### src/rtl/uart_tx_mmio.sv
// uart_tx_mmio: memory-mapped 8N1 UART transmitter with a small byte FIFO and a polled status register.
module uart_tx_mmio #(
    parameter int CLKS_PER_BIT = 434,
    parameter int FIFO_DEPTH   = 4
) (
    input  logic        clk,
    input  logic        rst,
    input  logic        we,
    input  logic [3:0]  addr,
    input  logic [31:0] wd,
    output logic [31:0] rd,
    output logic        uart_tx_out
);
    localparam int CW = $clog2(CLKS_PER_BIT);
    localparam int PW = $clog2(FIFO_DEPTH);
    localparam logic [CW-1:0] BAUD_LAST = CW'(CLKS_PER_BIT - 1);
    localparam logic [PW:0]   DEPTH     = (PW+1)'(FIFO_DEPTH);

    typedef enum logic [1:0] {IDLE, START, DATA, STOP} state_t;

    state_t        state_q, state_d;
    logic [CW-1:0] baud_q, baud_d;
    logic [2:0]    idx_q, idx_d;
    logic [7:0]    sh_q, sh_d;
    logic          tx_q, tx_d;
    logic [7:0]    mem_q [FIFO_DEPTH];
    logic [PW-1:0] wp_q, rp_q;
    logic [PW:0]   cnt_q;
    logic          ov_q;
    logic          full, empty, push, pop, baud_done, ov_set, ov_clr, busy;
    logic [3:0]    cnt_f;
    logic          unused_wd;

    assign full      = cnt_q == DEPTH;
    assign empty     = cnt_q == '0;
    assign push      = we && addr == 4'h0 && !full;
    assign ov_set    = we && addr == 4'h0 && full;
    assign ov_clr    = we && addr == 4'h4 && wd[3];
    assign baud_done = baud_q == BAUD_LAST;
    assign busy      = state_q != IDLE;
    assign cnt_f     = 4'(cnt_q);
    assign unused_wd = ^wd[31:8];

    assign rd          = addr == 4'h4 ? {24'b0, cnt_f, ov_q, empty, full, busy} : 32'b0;
    assign uart_tx_out = tx_q;

    always_ff @(posedge clk) begin
        if (push) mem_q[wp_q] <= wd[7:0];
    end

    // A push is gated on the pre-edge full flag, so a same-edge pop cannot rescue it.
    always_ff @(posedge clk) begin
        if (!rst) begin
            wp_q  <= '0;
            rp_q  <= '0;
            cnt_q <= '0;
            ov_q  <= 1'b0;
        end else begin
            wp_q  <= push ? wp_q + PW'(1) : wp_q;
            rp_q  <= pop ? rp_q + PW'(1) : rp_q;
            cnt_q <= cnt_q + (PW+1)'(push) - (PW+1)'(pop);
            ov_q  <= ov_set | (ov_q & ~ov_clr);
        end
    end

    always_ff @(posedge clk) begin
        if (!rst) begin
            state_q <= IDLE;
            baud_q  <= '0;
            idx_q   <= '0;
            sh_q    <= '0;
            tx_q    <= 1'b1;
        end else begin
            state_q <= state_d;
            baud_q  <= baud_d;
            idx_q   <= idx_d;
            sh_q    <= sh_d;
            tx_q    <= tx_d;
        end
    end

    always_comb begin
        state_d = state_q;
        baud_d  = baud_done ? '0 : baud_q + CW'(1);
        idx_d   = idx_q;
        sh_d    = sh_q;
        tx_d    = tx_q;
        pop     = 1'b0;
        case (state_q)
            IDLE: begin
                baud_d = '0;
                tx_d   = 1'b1;
                if (!empty) begin
                    pop     = 1'b1;
                    sh_d    = mem_q[rp_q];
                    tx_d    = 1'b0;
                    idx_d   = '0;
                    state_d = START;
                end
            end
            START: begin
                if (baud_done) begin
                    tx_d    = sh_q[0];
                    state_d = DATA;
                end
            end
            DATA: begin
                if (baud_done) begin
                    if (idx_q == 3'd7) begin
                        tx_d    = 1'b1;
                        state_d = STOP;
                    end else begin
                        idx_d = idx_q + 3'd1;
                        sh_d  = sh_q >> 1;
                        tx_d  = sh_q[1];
                    end
                end
            end
            STOP: begin
                // Chain straight into the next start bit when more data is queued.
                if (baud_done) begin
                    if (!empty) begin
                        pop     = 1'b1;
                        sh_d    = mem_q[rp_q];
                        tx_d    = 1'b0;
                        idx_d   = '0;
                        state_d = START;
                    end else begin
                        state_d = IDLE;
                    end
                end
            end
            default: state_d = IDLE;
        endcase
    end
endmodule

### config.mk
export PLATFORM = sky130hd
export DESIGN_NAME = uart_tx_mmio
export DESIGN_NICKNAME = d
export VERILOG_FILES = /design/src/rtl/uart_tx_mmio.sv
export SDC_FILE = /design/constraint.sdc
export NUM_CORES = 1
export LEC_CHECK = 0
export BUFFER_PORTS_ARGS = -buffer_cell sky130_fd_sc_hd__buf_2
export CORE_UTILIZATION = 35
export DETAILED_ROUTE_END_ITERATION = 12
export PLACE_DENSITY = 0.59
export REMOVE_ABC_BUFFERS = 1
export SYNTH_ARGS = -nofsm -noshare
export SYNTH_HDL_FRONTEND = slang
export SYNTH_SLANG_ARGS = --single-unit
### constraint.sdc
create_clock -name clk -period 7.3 [get_ports clk]
set_clock_uncertainty 0.2 [all_clocks]
set_input_delay 1.095 -clock clk [delete_from_list [all_inputs] [get_ports clk]]
set_output_delay 1.095 -clock clk [all_outputs]
set_load 0.01 [all_outputs]
Word level (Yosys, flattened, before mapping):

Memories as Yosys holds them, arrays and structs flattened. A register that Yosys moved wholly into a read port is not among the register bits.
Cells that the tools add are included.

* equality and inequality tests: 14
* bitwise operators: 4
* mux-type cells: 32
* $add $sub $neg: 6
* reduce and logical (&&, ||, !) cells: 15

Operator list (count)
* $mux W8: 4
* $pmux W8 S3: 1
* $mux W2: 7
* $ne A2 B2 Y1 const B: 7
* $mux W3: 4
* $mux W1: 11
* $add A9 B1 Y9 const B: 1
* $eq A9 B9 Y1 const B: 1
* $pmux W3 S3: 1
* $pmux W2 S4: 1
* $reduce_and A4 Y1: 2
* $mux W7: 1
* $eq A3 B3 Y1 const B: 2
* $logic_and A1 B1 Y1: 5
* $reduce_and A5 Y1: 1
* $add A2 B1 Y2 const B: 2
* $eq A2 B2 Y1 const B: 2
* $eq A4 B3 Y1 const B: 1
* $logic_not A4 Y1: 1
* $pmux W1 S4: 1
* $add A3 B1 Y3: 1
* $add A3 B1 Y3 const B: 1
* $logic_not A3 Y1: 1
* $reduce_bool A3 Y1: 1
* other kinds (10): 11

* input port bits: 39
* output and inout bits: 33
* bits in registers: 31
* memories: 1
* bits in writable memories: 32

Memories
* mem_q: depth 4, width 8, read ports 1, clocked after Yosys merged registers in 1, wr ports 1, RTL line 26 `logic [7:0] mem_q [FIFO_DEPTH];`

Depth between registers and ports, before layout:

* depth after elaboration: 6
* depth in mapped cells: 13

Worst setup path after synthesis:

Ideal clock, no wire load.

* path kind: in2reg
* start point: in addr[1]
* end point: reg cnt_q[2]
* path buffers: 1
* cell stages on the path: 12
* path slack: 3929 ps
* data arrival time: 3043 ps
* setup time: 128 ps
* data required time: 6972 ps
* path through: nor3_1 -> and4b_1 -> buf_6 -> inv_2 -> ha_1 -> inv_1 -> ha_1 -> inv_1 -> fa_1 -> xor2_1 -> xnor2_1 -> nor2_1

* word-level cells in the longest chain between the ends: 5

Ends and longest elaborated chain
* from (decl): RTL line 9 `input logic [3:0] addr,`
* $logic_not A4 Y1: RTL line 36 `assign push = we && addr == 4'h0 && !full;`
* $logic_and A1 B1 Y1 (2 in series): RTL line 36
* $add A3 B1 Y3: RTL line 61 `cnt_q <= cnt_q + (PW+1)'(push) - (PW+1)'(pop);`
* $sub A3 B1 Y3: RTL line 61
* to (signal assigned): RTL line 61
* to (decl): RTL line 28 `logic [PW:0] cnt_q;`

No other way between the ends.
A chain may end at the register's enable or synchronous reset.

Worst setup path in the final report:

* start point: in addr[1]
* end point: out rd[0]

* word-level cells in the longest chain between the ends: 2

Ends and longest elaborated chain
* $eq A4 B3 Y1: RTL line 44 `assign rd = addr == 4'h4 ? {24'b0, cnt_f, ov_q, empty, full, busy} : 32'b0;`
* $mux W7: RTL line 44
* to (decl): RTL line 11 `output logic [31:0] rd,`

No other way between the ends.

==> impl_metrics.toml <==
[outcome]
status = "completed"

[timing]
finalSetupTns_ns = 0
max_clock_freq_mhz = 282.7
hold_slack_ns = 0.2742
rsz0062_at_grt = "false"
slew_headroom_pct = 61.02
tightest_slew_ns = 0.5802
finalHoldViolCount = 0
min_period_ns = 3.537
slew_viol_final = 0
fin_crit_sh_pct = 48.45
setup_viol_count_final = 0

[placement]
dp_hpwl_mm = 3.897
io_buffers = 22
gp_congestion = 0.7874

[worst_setup_path]
critical_path.max_stage_delay_ns = 0.50
required_ns = 6.00
startpoint_type = "primary input"
cp_cell_sequence = "buf_2 -> nor3_1 -> nand2_1 -> nor2_1 -> buf_2"
cp_num_buf_inv = 2
cp-end-kind = "primary output"
path_delay_family = "simple AND/OR/NAND/NOR gates"
cp_num_cells = 5
critPathSlowestCell = "nor3_1"
crit_type = "in2out"
crit_top_cell = "buf_2"
cp.arrival_ns = 2.24
rr_worst_depth = 12
crit_path_max_fanout = 7

[route]
drc = 0
wl_per_cell_um = 13.49
firstDrtPassIters = 4
routed_wl_mm = 5.531
antenna_left = 0
drtIter0Drc = 85
via_per_inst = 4.988
num_vias = 2045

[synthesis]
syn_inst = 273
yosys_warnings = 0
ys.flop_type = "dfxtp_1"
async_flop_share_pct = 0
synth_seq_area_share_pct = 50.94
syn_avg_cell_area_um2 = 11.66
synth.cell_area_um2 = 3183
synth-seq-cells = 65
ys_types = 54
synth_edf_count = 32

[grt]
grt_pass1_wl_mm = 9.252
gr-usage-met2_pct = 18.56
grt_pass1_vias = 1887
top_usage_layer = "met2"
grt.overflow.total = 0
antenna_found_initial = 0
grt_max_degree = 19
grt_use_met1_pct = 16.67
gr-usage-met3_pct = 3.957
grt_use_total_pct = 12.53

[pwr]
leakage_nw = 1.292
pwr_density_cell_nw_per_um2 = 325.1
max-vdd-ir-drop_v = 0.0001366

[floorplan]
initial_core_util_pct = 36.32
num_rows = 34
dieArea_um2 = 9480
die_w_um = 97.37
ios = 72
fp.dieH_um = 97.37
core_um2 = 8763

[clocking]
cts_resized = 0
post_cts.repair.setup_buffers = 0
clock_latency_ns = 0.35
cts_buffers = 9
tritoncts = "built"
clk_pin_slew_ns = 0.07
clock-sinks = 65
hold_buffers = 0
htreeDepth = 3
cts_buffer_depth = 2
root_buffer = "clkbuf_8"

[cells_and_area]
layout-drive-gt1-share_pct = 19.54
diodes = 0
area_growth_pct = 8.923
fin_nets = 353

[flow_run]
cap_violations = 0

[hold_path]
holdCritPathClass = "reg2reg"
holdPathStages = 1
## state kept, by name (all words and copies together) (netlist names), 2 cells and up, named ones only
register / cells
idx_q: 3
rp_q: 2
wp_q: 2
mem_q: 32
baud_q: 9
state_q: 2
cnt_q: 3
sh_q: 8
## per-stage QoR
stage          worst slack (ns)  total power [mW]  util [%]  cells  area, um^2
5_1_grt                   3.590             1.206     39.56    410        3467
2_1_floorplan             3.920            0.7533         -    264        3034
3_5_place_dp              3.562            0.8415     37.42    394        3279
3_3_place_gp              3.634            0.8307     37.42    394        3279
4_1_cts                   3.779             1.135     39.56    410        3467
6_report                  3.763             1.127     39.56    410        3467
## worst paths after layout
kind	start	endpoint	slack, ns
worst max-delay path	addr[1]	rd[0]	3.76
worst min-delay path	baud_q[0]	baud_q[0]	0.27
worst max register to register	baud_q[0]	cnt_q[2]	4.36
worst min register to register	baud_q[0]	baud_q[0]	0.27
## cells in the mapped netlist, types with 2 or more instances
library cell	number	share of area (%)
and2_1	6	1.2
nor2_1	16	1.9
nand3_1	3	0.47
a311oi_1	7	1.9
mux2i_1	3	0.94
xor2_1	4	1.1
nor3_2	2	0.63
ha_1	16	6.3
or3_1	3	0.59
buf_4	26	6.1
edfxtp_1	32	30
dfxtp_1	33	21
o21ai_0	9	1.4
inv_1	7	0.83
nand2_1	27	3.2
buf_6	2	0.71
nand4bb_1	2	0.71
clkbuf_1	3	0.35
a21o_1	2	0.47
nor3_1	2	0.31
and3_1	4	0.79
nand4_1	3	0.59
xnor2_1	5	1.4
nand2b_1	2	0.39
mux4_2	8	5.7
inv_2	2	0.24
a21oi_1	17	2.7
## worst reg2reg max path, stage by stage, from the launching register on
cell and delay, ns:
dfxtp_1 0.37, ha_1 0.19, and4bb_2 0.33, a31oi_1 0.17, nor3_2 0.31, ha_1 0.29
inv_1 0.06, ha_1 0.13, inv_1 0.04, fa_1 0.37, xor2_1 0.18, xnor2_1 0.14
nor2_1 0.05
## cell type report
class | instances | area (um^2)
Clock buffer | 10 | 127.6
Clock inverter | 6 | 60.06
Fill cell | 846 | 5296
Inverter | 10 | 37.54
Multi-Input combinational cell | 189 | 1375
Sequential cell | 65 | 1622
Tap cell | 108 | 135.1
Timing Repair Buffer | 22 | 110.1
## where the power goes
part	total (mW)	switching, mW	internal, mW
logic	0.374	0.219	0.155
clock network	0.293	0.137	0.156
registers	0.460	0.0400	0.420
total	1.13	0.397	0.731
## placed cells by master (no fill, tap or decap), types with 3 or more instances in the layout
cell type  count
dfxtp_1       33
edfxtp_1      32
nand2_1       27
conb_1        25
buf_2         22
a21oi_1       17
nor2_1        16
ha_1          16
o21ai_0        9
clkbuf_8       9
mux4_2         8
inv_1          7
a311oi_1       7
and2_1         6
xnor2_1        5
and3_1         4
xor2_1         4
mux2i_1        3
or3_1          3
nand3_1        3
nand4_1        3
clkinv_2       3
## layer usage
layer / wire, um / part of all wire (%)
met5: 0 / 0
met4: 118 / 2.1
met3: 228 / 4.1
met2: 2501 / 45
met1: 2683 / 49
## kinds of logic after synthesis
group,Yosys count,synth area share [%]
xor+xnor,9,2.476
buf+inv,43,8.687
compound gates,47,10.38
fa+ha+maj,17,6.918
simple gates,80,13.88
other cells,1,0.1178
flops,65,50.94
mux,11,6.604
(Power assumes the default switching activity.)
